### config.mk
export PLATFORM = sky130hd
export DESIGN_NAME = hack_boot_loader
export DESIGN_NICKNAME = d
export VERILOG_FILES = /design/src/rtl/hack_boot_loader.sv
export SDC_FILE = /design/constraint.sdc
export NUM_CORES = 1
export LEC_CHECK = 0
export CELL_PAD_IN_SITES_DETAIL_PLACEMENT = 0
export CELL_PAD_IN_SITES_GLOBAL_PLACEMENT = 1
export CORE_ASPECT_RATIO = 0.6
export CORE_MARGIN = 3
export CORE_UTILIZATION = 47
export CTS_BUF_LIST = sky130_fd_sc_hd__clkbuf_8
export CTS_CLUSTER_SIZE = 25
export DETAILED_ROUTE_END_ITERATION = 12
export GPL_TIMING_DRIVEN = 0
export PLACE_DENSITY = 0.95
export REMOVE_ABC_BUFFERS = 1
export SLEW_MARGIN = 10
export SYNTH_ARGS = -nofsm -noshare
export SYNTH_HDL_FRONTEND = slang
export SYNTH_SLANG_ARGS = --single-unit
### constraint.sdc
create_clock -name clk -period 4.92 [get_ports clk]
set_input_delay 1.23 -clock clk [delete_from_list [all_inputs] [get_ports clk]]
set_output_delay 1.23 -clock clk [all_outputs]
set_load 0.01 [all_outputs]
### src/rtl/hack_boot_loader.sv
// hack_boot_loader
//   Power-up / on-demand program loader for the Hack computer. Holds the CPU
//   in reset, receives a big-endian image (16-bit word count N, then N 16-bit
//   instructions) from a byte source, writes each word into the instruction
//   store, then releases the CPU.
//
// Ports
//   clk, reset        system clock, synchronous active-low reset
//   load_start        one-cycle pulse that begins a (re)load
//   rx_valid/rx_data  byte source; a byte moves when rx_valid & rx_ready
//   rx_ready          loader can take a byte this cycle
//   rom_we/addr/wdata instruction-store write port, one pulse per word
//   cpu_reset         active-high CPU reset, low only while the image runs
//   busy              load in progress
//   done              CPU is running a successfully loaded image
//   err               sticky: oversize image or mid-load timeout
//
// State table
//   state   | meaning
//   IDLE    | CPU held in reset, waiting for load_start
//   LEN_HI  | waiting for word-count high byte (no timeout here)
//   LEN_LO  | waiting for word-count low byte
//   DATA_HI | waiting for instruction high byte
//   DATA_LO | waiting for instruction low byte
//   WRITE   | one-cycle store write of the assembled word
//   RUN     | image loaded, CPU released
//
// Every output is a register loaded from the next-state decode, so each
// output reflects the state the FSM occupies during that same cycle.
module hack_boot_loader #(
  parameter int ADDR_W      = 15,
  parameter int MAX_WORDS   = 32768,
  parameter int TIMEOUT_CYC = 1000000
) (
  input  logic              clk,
  input  logic              reset,
  input  logic              load_start,
  input  logic              rx_valid,
  input  logic [7:0]        rx_data,
  output logic              rx_ready,
  output logic              rom_we,
  output logic [ADDR_W-1:0] rom_addr,
  output logic [15:0]       rom_wdata,
  output logic              cpu_reset,
  output logic              busy,
  output logic              done,
  output logic              err
);

  // Down-counter only ever holds values up to TIMEOUT_CYC-1.
  localparam int TMO_W = (TIMEOUT_CYC > 1) ? $clog2(TIMEOUT_CYC) : 1;
  localparam logic [TMO_W-1:0] TMO_RELOAD = TMO_W'((TIMEOUT_CYC > 0) ? TIMEOUT_CYC - 1 : 0);
  localparam logic [16:0] MAX_LEN = 17'(MAX_WORDS);

  typedef enum logic [2:0] {
    IDLE, LEN_HI, LEN_LO, DATA_HI, DATA_LO, WRITE, RUN
  } state_t;

  state_t           state, state_nxt;
  logic [15:0]      len;
  logic [7:0]       hi_byte;
  logic [15:0]      cnt;
  logic [TMO_W-1:0] tmo_cnt;

  logic        accept;
  logic        tmo_run;
  logic        tmo_fire;
  logic        err_set;
  logic        err_clr;
  logic        ready_nxt;
  logic [15:0] len_full;

  assign accept   = rx_valid & rx_ready;
  assign len_full = {len[15:8], rx_data};
  assign tmo_run  = (state == LEN_LO) || (state == DATA_HI) || (state == DATA_LO);
  // Terminal count: the counter was reloaded with TIMEOUT_CYC-1 on the last
  // accept, so reaching zero on an idle edge marks the TIMEOUT_CYC-th idle cycle.
  assign tmo_fire = (TIMEOUT_CYC > 0) && tmo_run && !accept && (tmo_cnt == '0);

  always_ff @(posedge clk) begin
    if (!reset) state <= IDLE;
    else        state <= state_nxt;
  end

  always_comb begin
    state_nxt = state;
    err_set   = 1'b0;
    err_clr   = 1'b0;
    case (state)
      IDLE, RUN: begin
        if (load_start) begin
          state_nxt = LEN_HI;
          err_clr   = 1'b1;
        end
      end
      LEN_HI: begin
        if (accept) state_nxt = LEN_LO;
      end
      LEN_LO: begin
        if (accept) begin
          if (len_full == 16'd0) begin
            state_nxt = RUN;
          end else if ({1'b0, len_full} > MAX_LEN) begin
            state_nxt = IDLE;
            err_set   = 1'b1;
          end else begin
            state_nxt = DATA_HI;
          end
        end else if (tmo_fire) begin
          state_nxt = IDLE;
          err_set   = 1'b1;
        end
      end
      DATA_HI: begin
        if (accept) begin
          state_nxt = DATA_LO;
        end else if (tmo_fire) begin
          state_nxt = IDLE;
          err_set   = 1'b1;
        end
      end
      DATA_LO: begin
        if (accept) begin
          state_nxt = WRITE;
        end else if (tmo_fire) begin
          state_nxt = IDLE;
          err_set   = 1'b1;
        end
      end
      WRITE: begin
        state_nxt = (cnt == len - 16'd1) ? RUN : DATA_HI;
      end
      default: state_nxt = IDLE;
    endcase
  end

  assign ready_nxt = (state_nxt == LEN_HI) || (state_nxt == LEN_LO) ||
                     (state_nxt == DATA_HI) || (state_nxt == DATA_LO);

  always_ff @(posedge clk) begin
    if (!reset) begin
      rx_ready  <= 1'b0;
      rom_we    <= 1'b0;
      rom_addr  <= '0;
      rom_wdata <= '0;
      cpu_reset <= 1'b1;
      busy      <= 1'b0;
      done      <= 1'b0;
      err       <= 1'b0;
      len       <= '0;
      hi_byte   <= '0;
      cnt       <= '0;
      tmo_cnt   <= '0;
    end else begin
      rx_ready  <= ready_nxt;
      busy      <= ready_nxt || (state_nxt == WRITE);
      rom_we    <= (state_nxt == WRITE);
      cpu_reset <= (state_nxt != RUN);
      done      <= (state_nxt == RUN);

      if (err_clr)      err <= 1'b0;
      else if (err_set) err <= 1'b1;

      if (accept || err_clr)             tmo_cnt <= TMO_RELOAD;
      else if (tmo_run && tmo_cnt != '0) tmo_cnt <= tmo_cnt - 1'b1;

      if (accept && state == LEN_HI) len[15:8] <= rx_data;
      if (accept && state == LEN_LO) begin
        len[7:0] <= rx_data;
        cnt      <= '0;
      end
      if (accept && state == DATA_HI) hi_byte <= rx_data;
      if (accept && state == DATA_LO) begin
        rom_addr  <= ADDR_W'(cnt);
        rom_wdata <= {hi_byte, rx_data};
      end
      if (state == WRITE && state_nxt == DATA_HI) cnt <= cnt + 16'd1;
    end
  end

endmodule

* After elaboration in Yosys (flattened, before gate mapping)
Cells that the tools add are included.
** Cells by class
- Add/subtract/negate cells :: 3
- Order comparisons :: 1
- Equality and inequality tests :: 14
- Muxes and demuxes :: 22
- Bitwise logic cells :: 2
- Reduce and logical (&&, ||, !) cells :: 26
** Operators by type and width (number)
- two-way mux 20 bit :: 2
- two-way mux 16 bit :: 2
- two-way mux 3 bit :: 8
- logical NOT 20 bit :: 1
- nonzero test 20 bit :: 1
- subtractor 20 x 1 -> 20 bit, second input constant :: 1
- equality test 3 bit, second input constant :: 6
- one-hot mux 3 bit (6 select lines) :: 1
- adder 16 x 1 -> 16 bit, second input constant :: 1
- equality test 16 bit :: 1
- greater-than comparator 16 bit, second input constant :: 1
- logical NOT 16 bit :: 1
- subtractor 16 x 1 -> 16 bit, second input constant :: 1
- equality test 3 x 2 -> 1 bit, second input constant :: 4
- logical AND 1 bit :: 8
- OR reduction 2 bit :: 4
- logical OR 1 bit :: 7
- two-way mux 1 bit :: 7
- equality test 3 x 1 -> 1 bit, second input constant :: 2
- nonzero test 2 bit :: 2
- logical NOT 3 bit :: 1
- inequality test 3 bit, second input constant :: 1
- two-way mux 2 bit :: 1
- one-hot mux 1 bit (2 select lines) :: 1
- 3 further kinds :: 3
** Storage, ports and cells
- Register bits after elaboration :: 100
- Input bits :: 12
- Output and inout bits :: 37

* Depth between registers and ports, before layout
- Depth in word-level cells :: 13
- Gate-level depth with buffers :: 11
- Depth with buffers taken out :: 10

* Worst setup path before layout
OpenSTA, ideal clock, no wires.
- Path type :: input -> register
- Start :: input port rx_data[0]
- End :: register cpu_reset
- Setup time :: 0.127 ns
- Arrival time :: 2.991 ns
- Required time :: 4.793 ns
- Slack :: 1.802 ns
- Stages :: 8
- Buffers on the path :: 0
- Cells stage by stage :: or4_1 > nor3_1 > nand2_1 > o31ai_1 > a22o_1 > a31oi_1 > nand2b_4 > or3_1
** On the way
- Longest elaborated chain between the ends :: 6
- Elaborated cells between the ends (all ways) :: 7
- Classes of those cells :: order compare (1); eq/ne (1); mux (4); reduce/logical (1)
** RTL lines
- from (decl) :: RTL line 39 : input logic [7:0] rx_data,
- greater-than comparator 16 bit :: RTL line 103 : end else if ({1'b0, len_full} > MAX_LEN) begin
- two-way mux 2 bit :: RTL line 103
- two-way mux 3 bit (*) :: RTL line 101 : if (len_full == 16'd0) begin
- two-way mux 3 bit (*) :: RTL line 100 : if (accept) begin
- one-hot mux 3 bit (6 select lines) (*) :: RTL line 89 : case (state)
- inequality test 3 bit (*) :: RTL line 158 : cpu_reset <= (state_nxt != RUN);
- to (signal assigned) :: RTL line 158
- to (decl) :: RTL line 44 : output logic cpu_reset,
Every way passes the cells marked *; elsewhere a longest branch is shown, timed or not.
A chain may end at the register's enable or synchronous reset.

* Final worst setup path
- Start :: register len[0]
- End :: register cnt[0]
** On the way
- Longest elaborated chain between the ends :: 7
- Elaborated cells between the ends (all ways) :: 8
- Classes of those cells :: add/sub (1); eq/ne (2); mux (3); reduce/logical (2)
** RTL lines
- from (decl) :: RTL line 60 : logic [15:0] len;
- from (signal assigned) :: RTL line 169 : len[7:0] <= rx_data;
- subtractor 16 x 1 -> 16 bit (*) :: RTL line 131 : state_nxt = (cnt == len - 16'd1) ? RUN : DATA_HI;
- equality test 16 bit (*) :: RTL line 131
- two-way mux 3 bit (*) :: RTL line 131
- one-hot mux 3 bit (6 select lines) (*) :: RTL line 89
- equality test 3 x 2 -> 1 bit (*) :: RTL line 177 : if (state == WRITE && state_nxt == DATA_HI) cnt <= cnt + 16'd1;
- logical AND 1 bit (*) :: RTL line 177
- two-way mux 16 bit / nonzero test 2 bit (equally long branches)
- to (signal assigned) :: RTL line 177
- to (decl) :: RTL line 62 : logic [15:0] cnt;
Marks and branches as above.

==> results.json <==
{
  "ir_drop_mv": 0.126,
  "drv_cap": 0,
  "synth_top_family_by_area": "simple AND/OR/NAND/NOR gates",
  "hold_viol_final": 0,
  "cts_buffers": 9,
  "post_drt_wl_per_cell_um": 15.5,
  "timing.fmax_mhz": 238,
  "htree_levels": 3,
  "tightest_slew_ns": 1.04,
  "clock_path_buffers": 2,
  "crit_required_ns": 5.23,
  "p_switching_uw": 396,
  "yosysUniqueCellTypes": 58,
  "synth_warnings": 0,
  "max_stage_delay_ns": 0.85,
  "cts-root-buf": "clkbuf_8",
  "p_leak_uw": 0.00194,
  "via_per_inst": 5.66,
  "path_max_fanout": 14,
  "die_y_um": 83.8,
  "cts_tree": "built",
  "critPathKind": "register to register",
  "seq_power_share_pct": 53.7,
  "worstSetupEndpointType": "register",
  "setup_slack_ns": 0.718,
  "arrival_ns": 4.52,
  "syn_area_um2": 4740,
  "ys_seq_area_share_pct": 42.2,
  "dpl_cell_area_um2": 5280,
  "ant_nets": 0,
  "hold_class": "register to register",
  "synthCells": 592,
  "crit_path_cell_trace": "inv_1 > ha_1 > nor4b_2 > nand2_1 > or3_1 > o2bb2ai_1 > nor4_1 > a21oi_1 > nor3_2 > mux2_2",
  "grt_pass1_vias": 3933,
  "drc": 0,
  "num_antenna_cells": 0,
  "drive_above_1_share_pct": 5.48,
  "synthMuxAreaShare_pct": 2.35,
  "power_frac_clock_pct": 37.7,
  "preCtsSetupSlack_ns": 0.885,
  "grt_use_total_pct": 21.2,
  "wirelength_mm": 11.6,
  "drt_iter0_markers": 323,
  "postCtsSetupBuffers": 0,
  "dr.pass1.iters": 4,
  "p_comb_share_pct": 8.5,
  "dpl.hpwl_mm": 8.28,
  "postSynth.asyncResetShare_pct": 0,
  "synth_seq_cells": 100,
  "timing.hold.ws_ns": 0.458,
  "status": "complete, no violations",
  "rows": 27,
  "die_w_um": 136,
  "clkSinkCount": 100,
  "num_io_pins": 49,
  "fin_crit_ns": 4.20,
  "grt_first_pass_wirelength_mm": 19.6,
  "synth.avg_cell_area_um2": 8.01,
  "synth_xor_area_share_pct": 6.83,
  "worstSkewPairLatency_ns": 0.37,
  "start_util_pct": 50.0,
  "synth_edf_count": 0,
  "intPower_uw": 1190,
  "cts.clk_slew.worst_paths_ns": 0.10,
  "maxSlewViolCount": 0,
  "fin_worst_skew_ns": 0.00632,
  "n_fill_cell": 894,
  "p_per_area_nw_per_um2": 287,
  "swShare_pct": 25.0,
  "areaGrowthSynthToFinish_pct": 16.2,
  "final_util_pct": 58.1,
  "yosys.area_share.simple_pct": 27.5,
  "synth-main-ff-cell": "dfxtp_1",
  "grt_max_degree": 49,
  "grt_antenna_before_repair": 0,
  "rsz0062_at_grt": "no",
  "cp_slowest_cell": "nor4_1",
  "core-area_um2": 9490,
  "die_area_um2": 11400,
  "synth_fa_ha_area_share_pct": 1.05,
  "start_kind": "register",
  "post_cts_resized": 0,
  "final_area_um2": 5510,
  "slew_headroom_pct": 29.7,
  "hold_buffers": 0,
  "grt_overflow": 0,
  "vias": 4254,
  "synth_compound_area_share_pct": 16.0,
  "fin_crit_sh_pct": 85.4,
  "globalplace.congestion": 0.907,
  "finalSetupViolations": 0,
  "final_nets": 632,
  "portBuffers": 48
}
-- Yosys cell counts (all sizes together), types with 3 or more instances --
master / number / area (µm²)
or4: 4 / 33.8
nand4: 4 / 25.0
ha: 4 / 50.1
a22o: 4 / 35.0
a221o: 9 / 90.1
inv: 11 / 41.3
nor4: 8 / 50.1
dfxtp: 100 / 2000
xnor2: 24 / 210
nor2: 52 / 195
nor3b: 5 / 37.5
o31ai: 6 / 50.1
xor2: 13 / 114
a31oi: 3 / 18.8
o21ai: 8 / 40.0
a21oi: 73 / 365
or2: 4 / 25.0
or3: 13 / 81.3
nand2: 108 / 405
and2: 3 / 18.8
and3b: 3 / 26.3
buf: 4 / 28.8
and3: 15 / 93.8
mux2i: 10 / 100
nand3: 22 / 110
nand2b: 3 / 26.3
clkbuf: 33 / 124
nor3: 20 / 105
-- per-stage QoR --
| step | TNS, ns | std cells | power [µW] |
|---|---|---|---|
| after global routing | 0 | 751 | 1650 |
| after CTS | 0 | 751 | 1590 |
| after detailed placement | 0 | 735 | 1000 |
| after global placement | -8.28 | 733 | 994 |
| after floorplan | 0 | 555 | 950 |
| final | 0 | 751 | 1580 |
-- registers in the layout (all words and copies together) (netlist names) --
name,count
busy,1
hi_byte,8
done,1
len,16
rx_ready,1
err,1
tmo_cnt,20
cnt,16
state,3
cpu_reset,1
rom_we,1
rom_addr,15
rom_wdata,16
-- worst max-delay path: cells and delay by family, from the launching register on --
kind | cells | cell delay, ns
mux | 1 | 0.30
compound gates | 2 | 0.36
fa+ha+maj | 1 | 0.23
simple gates | 5 | 2.81
flops | 1 | 0.36
buf+inv | 1 | 0.07
-- area by class of cell --
| class | count | area (µm²) | area share, % |
|---|---|---|---|
| tap | 130 | 163 | 2.95 |
| clock inverter | 6 | 91.3 | 1.66 |
| sequential | 100 | 2000 | 36.3 |
| clock buffer | 10 | 138 | 2.50 |
| timing repair buffer | 50 | 508 | 9.21 |
| inverter | 11 | 41.3 | 0.749 |
| multi-input combinational | 444 | 2570 | 46.6 |
-- logic make-up after synthesis --
kind of cell,after synthesis
simple gates,272
compound gates,120
flops,100
buf+inv,48
xor+xnor,37
mux,11
fa+ha+maj,4
-- power groups by stage --
stage	sequential, µW	combinational (µW)	clock, µW
3_5_place_dp	868	133	0
5_1_grt	854	149	649
3_3_place_gp	867	127	0
6_report	851	135	598
4_1_cts	850	134	610
2_1_floorplan	864	86.5	0
-- path summary, 6_finish.rpt --
check / to / start / cells past startpoint / slack [ns]
setup / recovery: cnt[0] / len[0] / 10 / 0.72
hold / removal: rom_addr[4] / rom_addr[4] / 2 / 0.46
setup reg to reg: cnt[0] / len[0] / 10 / 0.72
hold reg to reg: rom_addr[4] / rom_addr[4] / 2 / 0.46
-- metal layers --
metal	track usage [%]	vias up	routed length, µm
met3	6.51	11	764
met1	31.2	2031	5960
met4	4.12	0	94
li1	-	2103	-
met2	30.3	109	4810
met5	0	-	0
-- placed cells by master, fill, tap and decap left out, types with 10 or more instances in the layout --
cell / instances
clkdlybuf4s50_1: 48
nand3_1: 22
and3_1: 15
or3_1: 13
dfxtp_1: 100
xor2_1: 13
xnor2_1: 24
clkbuf_8: 10
nand2_1: 108
nor3_1: 17
mux2i_1: 10
nor2_1: 51
a21oi_1: 73
Note: power is estimated with default switching activity, not from simulation.
